===== src/rtl/div_pkg.sv =====
// Shared definitions for the iterative signed divider.
//   DIV_WIDTH    : operand/result width (only 32 is supported; also the step count)
//   LAST_STEP    : index of the final restoring step
//   OVF_DIVIDEND : most negative dividend, the only one that can overflow (with divisor -1)
//   div_state_e  : controller states
//   abs_val      : two's complement magnitude; 0x80000000 maps to unsigned 2^31
package div_pkg;

  localparam int unsigned DIV_WIDTH = 32;
  localparam int unsigned CNT_W     = 5;

  localparam logic [CNT_W-1:0]     LAST_STEP    = 5'd31;
  localparam logic [DIV_WIDTH-1:0] OVF_DIVIDEND = 32'h8000_0000;

  typedef enum logic [1:0] {
    IDLE,
    BUSY,
    FIX,
    DONE
  } div_state_e;

  function automatic logic [DIV_WIDTH-1:0] abs_val(input logic [DIV_WIDTH-1:0] v);
    return v[DIV_WIDTH-1] ? (~v + DIV_WIDTH'(1)) : v;
  endfunction

endpackage


===== src/rtl/subtractor_cla_32.sv =====
// 32-bit subtractor: diff = a - b, computed as a + ~b + 1 over four 8-bit
// carry-lookahead slices whose group carries are chained.
// Ports:
//   a      : minuend
//   b      : subtrahend
//   diff   : a - b (modulo 2^32)
//   borrow : 1 when a < b (unsigned)
module subtractor_cla_32
  import div_pkg::*;
(
  input  logic [DIV_WIDTH-1:0] a,
  input  logic [DIV_WIDTH-1:0] b,
  output logic [DIV_WIDTH-1:0] diff,
  output logic                 borrow
);

  localparam int unsigned SliceW = 8;
  localparam int unsigned NumSlices = DIV_WIDTH / SliceW;

  logic [DIV_WIDTH-1:0] b_inv;
  logic [DIV_WIDTH-1:0] gen;
  logic [DIV_WIDTH-1:0] prop;
  logic [DIV_WIDTH-1:0] carry;
  logic [NumSlices:0]   slice_c;
  logic                 c;

  assign b_inv = ~b;
  assign gen   = a & b_inv;
  assign prop  = a ^ b_inv;

  // Each bit's carry is the prefix of its slice's generate/propagate terms
  // off the slice carry-in; synthesis flattens this into lookahead logic.
  always_comb begin
    carry      = '0;
    slice_c    = '0;
    c          = 1'b0;
    slice_c[0] = 1'b1;
    for (int s = 0; s < NumSlices; s++) begin
      for (int i = 0; i < SliceW; i++) begin
        c = slice_c[s];
        for (int j = 0; j < i; j++) begin
          c = gen[s*SliceW+j] | (prop[s*SliceW+j] & c);
        end
        carry[s*SliceW+i] = c;
      end
      slice_c[s+1] = gen[s*SliceW+SliceW-1] | (prop[s*SliceW+SliceW-1] & carry[s*SliceW+SliceW-1]);
    end
  end

  assign diff   = prop ^ carry;
  assign borrow = ~slice_c[NumSlices];

endmodule


===== src/rtl/div_iterative_32.sv =====
// Multi-cycle signed 32-bit restoring divider. One subtract-and-shift step per
// clock on magnitudes, then a sign fix-up through the same subtractor.
// Optional feature macro: DIV_REMAINDER_EN adds data_remainder and one extra
// fix-up cycle to negate the remainder.
// Ports:
//   clock, reset_n  : clock and asynchronous active-low reset
//   ctrl_div        : start pulse; operands sampled on the same edge (restarts if busy)
//   data_operandA/B : dividend / divisor, two's complement
//   data_result     : quotient, truncated toward zero
//   data_exception  : divide-by-zero or overflow
//   data_resultRDY  : one-cycle result strobe
//   data_busy       : operation in progress
//   data_remainder  : remainder with the dividend's sign (DIV_REMAINDER_EN only)
module div_iterative_32
  import div_pkg::*;
#(
  parameter int unsigned WIDTH = DIV_WIDTH
) (
  input  logic             clock,
  input  logic             reset_n,
  input  logic             ctrl_div,
  input  logic [WIDTH-1:0] data_operandA,
  input  logic [WIDTH-1:0] data_operandB,
  output logic [WIDTH-1:0] data_result,
  output logic             data_exception,
  output logic             data_resultRDY,
`ifdef DIV_REMAINDER_EN
  output logic [WIDTH-1:0] data_remainder,
`endif
  output logic             data_busy
);

  div_state_e state_q, state_d;
  logic [CNT_W-1:0] count_q, count_d;
  // rem < divisor <= 2^31, so the partial remainder never needs bit 31.
  logic [WIDTH-2:0] rem_q, rem_d;
  logic [WIDTH-1:0] quo_q, quo_d;
  logic [WIDTH-1:0] dvsr_q, dvsr_d;
  logic             sign_q, sign_d;
  logic             ovf_q, ovf_d;
  logic [WIDTH-1:0] result_q, result_d;
  logic             exc_q, exc_d;
`ifdef DIV_REMAINDER_EN
  logic             a_sign_q, a_sign_d;
  logic             fix_rem_q, fix_rem_d;
  logic [WIDTH-1:0] rem_out_q, rem_out_d;
`endif

  logic [WIDTH-1:0] sub_a, sub_b, sub_diff;
  logic             sub_borrow;

  subtractor_cla_32 u_sub (
    .a      (sub_a),
    .b      (sub_b),
    .diff   (sub_diff),
    .borrow (sub_borrow)
  );

  // Shared subtractor: trial subtract while BUSY, negate (0 - x) in FIX.
  always_comb begin
    sub_a = {rem_q, quo_q[WIDTH-1]};
    sub_b = dvsr_q;
    if (state_q == FIX) begin
      sub_a = '0;
`ifdef DIV_REMAINDER_EN
      sub_b = fix_rem_q ? {1'b0, rem_q} : quo_q;
`else
      sub_b = quo_q;
`endif
    end
  end

  always_comb begin
    state_d  = state_q;
    count_d  = count_q;
    rem_d    = rem_q;
    quo_d    = quo_q;
    dvsr_d   = dvsr_q;
    sign_d   = sign_q;
    ovf_d    = ovf_q;
    result_d = result_q;
    exc_d    = exc_q;
`ifdef DIV_REMAINDER_EN
    a_sign_d  = a_sign_q;
    fix_rem_d = fix_rem_q;
    rem_out_d = rem_out_q;
`endif
    if (ctrl_div) begin
      // Start (or abort-and-restart) from any state.
      rem_d   = '0;
      quo_d   = abs_val(data_operandA);
      dvsr_d  = abs_val(data_operandB);
      sign_d  = data_operandA[WIDTH-1] ^ data_operandB[WIDTH-1];
      ovf_d   = (data_operandA == OVF_DIVIDEND) && (data_operandB == '1);
      count_d = '0;
      exc_d   = 1'b0;
`ifdef DIV_REMAINDER_EN
      a_sign_d  = data_operandA[WIDTH-1];
      fix_rem_d = 1'b0;
`endif
      if (data_operandB == '0) begin
        result_d = '0;
        exc_d    = 1'b1;
`ifdef DIV_REMAINDER_EN
        rem_out_d = '0;
`endif
        state_d  = DONE;
      end else begin
        state_d = BUSY;
      end
    end else begin
      case (state_q)
        BUSY: begin
          rem_d   = sub_borrow ? sub_a[WIDTH-2:0] : sub_diff[WIDTH-2:0];
          quo_d   = {quo_q[WIDTH-2:0], ~sub_borrow};
          count_d = count_q + CNT_W'(1);
          if (count_q == LAST_STEP) begin
            state_d = FIX;
          end
        end
        FIX: begin
`ifdef DIV_REMAINDER_EN
          if (!fix_rem_q) begin
            result_d  = sign_q ? sub_diff : quo_q;
            fix_rem_d = 1'b1;
          end else begin
            rem_out_d = a_sign_q ? sub_diff : {1'b0, rem_q};
            exc_d     = ovf_q;
            state_d   = DONE;
          end
`else
          result_d = sign_q ? sub_diff : quo_q;
          exc_d    = ovf_q;
          state_d  = DONE;
`endif
        end
        DONE:    state_d = IDLE;
        default: state_d = state_q;
      endcase
    end
  end

  always_ff @(posedge clock or negedge reset_n) begin
    if (!reset_n) begin
      state_q  <= IDLE;
      count_q  <= '0;
      rem_q    <= '0;
      quo_q    <= '0;
      dvsr_q   <= '0;
      sign_q   <= 1'b0;
      ovf_q    <= 1'b0;
      result_q <= '0;
      exc_q    <= 1'b0;
`ifdef DIV_REMAINDER_EN
      a_sign_q  <= 1'b0;
      fix_rem_q <= 1'b0;
      rem_out_q <= '0;
`endif
    end else begin
      state_q  <= state_d;
      count_q  <= count_d;
      rem_q    <= rem_d;
      quo_q    <= quo_d;
      dvsr_q   <= dvsr_d;
      sign_q   <= sign_d;
      ovf_q    <= ovf_d;
      result_q <= result_d;
      exc_q    <= exc_d;
`ifdef DIV_REMAINDER_EN
      a_sign_q  <= a_sign_d;
      fix_rem_q <= fix_rem_d;
      rem_out_q <= rem_out_d;
`endif
    end
  end

  assign data_result    = result_q;
  assign data_exception = exc_q;
  assign data_resultRDY = (state_q == DONE);
  assign data_busy      = (state_q == BUSY) || (state_q == FIX);
`ifdef DIV_REMAINDER_EN
  assign data_remainder = rem_out_q;
`endif

endmodule


===== config.mk =====
export PLATFORM = sky130hd
export DESIGN_NAME = div_iterative_32
export DESIGN_NICKNAME = d
export VERILOG_FILES = /design/src/rtl/div_pkg.sv /design/src/rtl/subtractor_cla_32.sv /design/src/rtl/div_iterative_32.sv
export SDC_FILE = /design/constraint.sdc
export NUM_CORES = 1
export LEC_CHECK = 0
export CAP_MARGIN = 20
export CORE_AREA = 10 10 125 150
export DETAILED_ROUTE_END_ITERATION = 10
export DIE_AREA = 0 0 135 160
export HOLD_SLACK_MARGIN = 0.1
export MAX_ROUTING_LAYER = met4
export PLACE_DENSITY = 0.87
export SKIP_LAST_GASP = 1
export SYNTH_ARGS = -nofsm -noshare
export SYNTH_HDL_FRONTEND = slang
export SYNTH_SLANG_ARGS = --single-unit

===== constraint.sdc =====
create_clock -name clock -period 15.1 [get_ports clock]
set_input_delay 1.51 -clock clock [delete_from_list [all_inputs] [get_ports clock]]
set_output_delay 1.51 -clock clock [all_outputs]
set_load 0.05 [all_outputs]

Word level (Yosys, flattened, before mapping)
Cells that the tools add are included.
- flip-flop bits (word level): 137
- bits in latches: 0
- RAM bits: 0
- memory bits (read-only): 0
- input bits: 67
- output and inout port bits: 35
- word-level logic and storage cells: 120
- memories kept: 0
- add/subtract/negate cells: 3
- multiply operators: 0
- divide/modulo/power cells: 0
- $lt $le $gt $ge: 0
- equal/unequal tests: 8
- shift-type cells: 0
- multiplexer cells: 22
- bitwise gates (word level): 70
- reductions and logical operators: 8
- operator list (kind ; number):
    $mux 32 ; 10
    $not 32->32 ; 3
    $mux 31 ; 3
    $add 32x1->32 const B ; 2
    $eq 32x32->1 const B ; 2
    $xor 32x32->32 ; 2
    $and 32x32->32 ; 1
    $logic_not 32->1 ; 1
    $or 1x1->1 ; 32
    $and 1x1->1 ; 31
    $mux 5 ; 2
    $mux 2 ; 3
    $pmux 2 s3 ; 1
    $add 5x1->5 const B ; 1
    $eq 5x5->1 const B ; 1
    $eq 2x2->1 const B ; 2
    $reduce_and 2->1 ; 2
    $reduce_bool 2->1 ; 2
    $reduce_bool 4->1 ; 1
    $mux 1 ; 3
    $ne 3x3->1 const B ; 1
    $eq 2x1->1 const B ; 1
    $ne 2x1->1 const B ; 1
    $logic_and 1x1->1 ; 1
    2 further kinds ; 2

Depth between registers and ports, before layout
- depth after elaboration: 70
- depth in mapped cells: 41
- mapped depth without buffers: 38

By module
A second synthesis with hierarchy kept.
- cell total of the unflattened synthesis: 957
- area total of the unflattened synthesis: 9115.0 µm²
- by module, submodules not included (module ; times used ; cells each ; area each (µm²) ; seq. area each (µm²)):
    div_iterative_32 ; 1 ; 861 ; 8241.7 ; 3428.3
    subtractor_cla_32 ; 1 ; 96 ; 873.3 ; 0.0

Least setup slack after synthesis
Ideal clock, no wire load.
- path kind: register to register
- start point: register state_q[0]
- end point: register rem_q[2]
- setup time: 94 ps
- arrival time: 13377 ps
- required time: 15006 ps
- slack: 1629 ps
- cell stages (with the launch flop): 42
- buffers on the path: 3
- period minus slack after synthesis: 13471 ps
- path through: dfrtp_1 inv_1 ha_1 buf_1 mux2_2 ha_1 fa_1 fa_1 fa_1 inv_1 fa_1 fa_1 fa_1 fa_1 fa_1 fa_1 fa_1 fa_1 [6 not listed] fa_1 fa_1 fa_1 fa_1 fa_1 fa_1 fa_1 fa_1 fa_1 fa_1 fa_1 fa_1 fa_1 fa_1 clkbuf_1 buf_1 mux2_2 a211oi_1
- longest elaborated chain between the ends: 70
- elaborated cells on any way between the ends: 75
- those cells by class: eq/ne: 2; mux: 5; bitwise: 67; reduce/logical: 1
- RTL lines (what ; RTL line ; RTL):
    start, declared ; div_iterative_32.sv:33 ; div_state_e state_q, state_d;
    start signal, assigned ; div_iterative_32.sv:160 ; state_q <= state_d;
    $eq 2x2->1 ; div_iterative_32.sv:63 ; if (state_q == FIX) begin
    $mux 32 ; div_iterative_32.sv:63 ;
    $not 32->32 ; subtractor_cla_32.sv:27 ; assign b_inv = ~b;
    $and 32x32->32 / $xor 32x32->32 (equally long branches) ; subtractor_cla_32.sv:28, subtractor_cla_32.sv:29 ;
    $or 1x1->1 ; subtractor_cla_32.sv:42 ; c = gen[s*SliceW+j] | (prop[s*SliceW+j] & c);
    $and 1x1->1 ; subtractor_cla_32.sv:42 ;
    $or 1x1->1 ; subtractor_cla_32.sv:42 ;
    $and 1x1->1 ; subtractor_cla_32.sv:42 ;
    [54 not listed] ; - ;
    $or 1x1->1 ; subtractor_cla_32.sv:42 ;
    $and 1x1->1 ; subtractor_cla_32.sv:42 ;
    $or 1x1->1 ; subtractor_cla_32.sv:42 ;
    $and 1x1->1 ; subtractor_cla_32.sv:46 ; slice_c[s+1] = gen[s*SliceW+SliceW-1] | (prop[s*SliceW+SliceW-1] & carry[s*SliceW+SliceW-1]);
    $or 1x1->1 ; subtractor_cla_32.sv:46 ;
    $mux 31 ; div_iterative_32.sv:114 ; rem_d = sub_borrow ? sub_a[WIDTH-2:0] : sub_diff[WIDTH-2:0];
    $mux 31 ; div_iterative_32.sv:112 ; case (state_q)
    $mux 31 ; div_iterative_32.sv:88 ; if (ctrl_div) begin
    end signal, assigned ; div_iterative_32.sv:162 ; rem_q <= rem_d;
    end, declared ; div_iterative_32.sv:36 ; logic [WIDTH-2:0] rem_q, rem_d;
Several ways; a longest one is shown, not always the timed one. The select of a mux whose other input is x is not followed.
A chain may end at the register's enable or synchronous reset.

Worst setup path in the final report
- start point: register state_q[0]
- end point: register rem_q[17]
Same word-level chain as after synthesis.

==> qor.yml <==
run_status:
  status: "finished, final reports clean"
critical_path:
  max_stage_delay_ps: 530
  crit_fanout: 24
  cp-end-kind: "register"
  critPathLaunchType: "register"
  cp.required_ps: 15410
  cp.arrival_ps: 14620
  cp_common_cell: "fa_1"
  path_class: "reg -> reg"
  r2r_slack_ps: 790
  cpMaxStageDelayCell: "fa_1"
grt:
  grt_usage_pct: 21.5
  grt_first_pass_wirelength_um: 36900
  grt_pass1_vias: 7121
  antenna_found_initial: 0
  grt_overflow: 0
  grt_max_degree: 98
synth:
  syn_inst: 899
  async_reset_ff_share_pct: 100
  synth-edff-count: 0
  syn_nets: 1007
  seq_area_frac_synth_pct: 38.9
  syn_area_per_cell_um2: 9.80
  synth_top_flop_cell: "dfrtp_1"
  syn-cell-area_um2: 8810
  yosysWarnings: 0
  synth_cell_types: 45
  ys_ff_latch: 137
clock_tree:
  postCtsHoldBufs: 0
  clock_latency_ps: 420
  cts_buffers: 17
  cts.clk_slew.worst_paths_ps: 60
  postCtsSetupRepairBufs: 0
  tritoncts: "yes"
  ctsHtreeMaxLevel: 4
  clock-sinks: 137
  cts_resized: 0
  cts_buffer_depth: 2
  root_buffer: "clkbuf_16"
pwr:
  irDropWorstVdd_mv: 0.0904
  p_per_area_nw_per_um2: 197
  p_total_w: 0.00206
  leakage_nw: 4.30
place:
  io_buffers: 101
  hpwl_um: 15900
  gp_congestion: 0.916
route:
  routed_via_density: 6.06
  postRouteAntennaNets: 0
  vias: 7188
  drc: 0
  drt-pass1-iter-count: 5
  drt-total-wl_um: 22800
  initialDrtViolationCount: 865
  wl_per_cell_um: 19.2
sta:
  worst_slew_pin_slew_ps: 1070
  setup_violations: 0
  hold_violations: 0
  clock.fmax_mhz: 69.9
  fin_tns_setup_ps: 0
  period_share_pct: 94.8
  holdWs_ps: 514
  slew_headroom_pct: 28.6
  slew_viol_final: 0
  finClkSkew_ps: 6.60
  rsz0062_at_grt: "false"
  post-route-min-period_ps: 14310
layout:
  drive_gt1_share_pct: 7.39
  nNetsFinal: 1069
  layout_common_cells: "137 x dfrtp_1, 99 x clkdlybuf4s50_1, 92 x mux2i_1"
  post-route-util_pct: 65.7
  num_antenna_cells: 0
  final_common_cell: "dfrtp_1"
  fillCellCount: 1188
  syn2layout_area_growth_pct: 18.6
floorplanning:
  num_rows: 51
  io_pins: 102
  core_um2: 15900
  die_y_um: 160
  initial_utilization_pct: 55.4
  fp.dieW_um: 135
  dieArea_um2: 21600
run:
  maxCapViolCount: 0
min_path:
  hold_path_class: "reg -> reg"
path summary, 6_finish.rpt:
path                                     start  depth (start not counted)         endpoint
worst min register to register  data_exception                          1   data_exception
worst max-delay path                state_q[0]                         40        rem_q[17]
worst max register to register      state_q[0]                         40        rem_q[17]
worst min-delay path            data_exception                          1   data_exception
max in group asynchronous              reset_n                          2        dvsr_q[3]
min in group asynchronous              reset_n                          1  data_result[21]
cells by family (layout without fill, tap and decap cells):
family / count (synthesis) / count (layout) / synth area share (%)
fa+ha+maj: 41 / 41 / 8.47
mux: 102 / 102 / 11.7
buf+inv: 82 / 157 / 4.11
xor+xnor: 61 / 61 / 6.07
compound gates: 213 / 213 / 15.9
simple gates: 263 / 263 / 14.8
flops: 137 / 137 / 38.9
flip-flops by register name (all words and copies together) (netlist names), 2 cells and up:
signal and cells:
count_q 5, data_result 32, dvsr_q 32, quo_q 32, rem_q 31, state_q 2
final cells by class:
| class | instances | area, um^2 | share of cell area, % |
|---|---|---|---|
| Sequential cell | 137 | 3430 | 32.8 |
| Multi-Input combinational cell | 680 | 5030 | 48.2 |
| Timing Repair Buffer | 111 | 1110 | 10.7 |
| Inverter | 14 | 52.6 | 0.503 |
| Clock buffer | 20 | 447 | 4.28 |
| Tap cell | 212 | 265 | 2.54 |
| Clock inverter | 12 | 103 | 0.982 |
worst max-delay path, delay by kind of cell (launching register included):
kind,cells,cell delay (ps)
AOI/OAI and AO/OA,1,280
DFF,1,430
adders and majority gates,33,12480
buffers and inverters,4,590
muxes,2,390
cells in the mapped netlist (3+ instances only):
cell type,instances,share of area (%)
buf_1,15,0.64
a211oi_1,57,4.9
mux2i_1,92,10
or4_1,3,0.26
inv_1,14,0.60
xor2_1,55,5.5
nand4_1,13,0.92
o21ai_0,24,1.4
o41ai_1,11,1.1
nor4_1,6,0.43
nand2b_1,7,0.50
a21oi_1,62,3.5
o31ai_1,20,1.7
or3_1,4,0.28
nor2b_1,54,3.8
nor3_1,6,0.34
clkbuf_1,48,2.0
mux2_2,10,1.3
fa_1,31,7.0
nor2_1,84,3.6
o22ai_2,4,0.57
o211ai_1,3,0.26
or4_4,3,0.38
o22ai_1,28,2.0
ha_1,10,1.4
nand3_1,8,0.45
nand2_1,64,2.7
xnor2_1,6,0.60
dfrtp_1,137,39
through the flow:
step,instances,setup WS (ps),cell area (um^2)
floorplan,899,1630,8810
global placement,1152,860,9850
finish,1186,791,10400
global route,1186,368,10400
detailed placement,1152,710,9850
CTS,1184,620,10400
power breakdown:
part / leakage (nW) / switching, W / total (W) / internal [W]
combinational: 2.37 / 0.000639 / 0.00109 / 0.000449
clock: 0.262 / 0.000159 / 0.000388 / 0.000229
sequential: 1.67 / 0.0000957 / 0.000586 / 0.000490
layer usage:
layer	track usage (%)	up-vias	part of all wire (%)
li1	-	3343	-
met1	29.3	3497	45
met2	31.9	304	47
met3	4.02	44	6.2
met4	6.91	0	2.2
met5	-	-	0
Power figures use the tool's default switching activity.
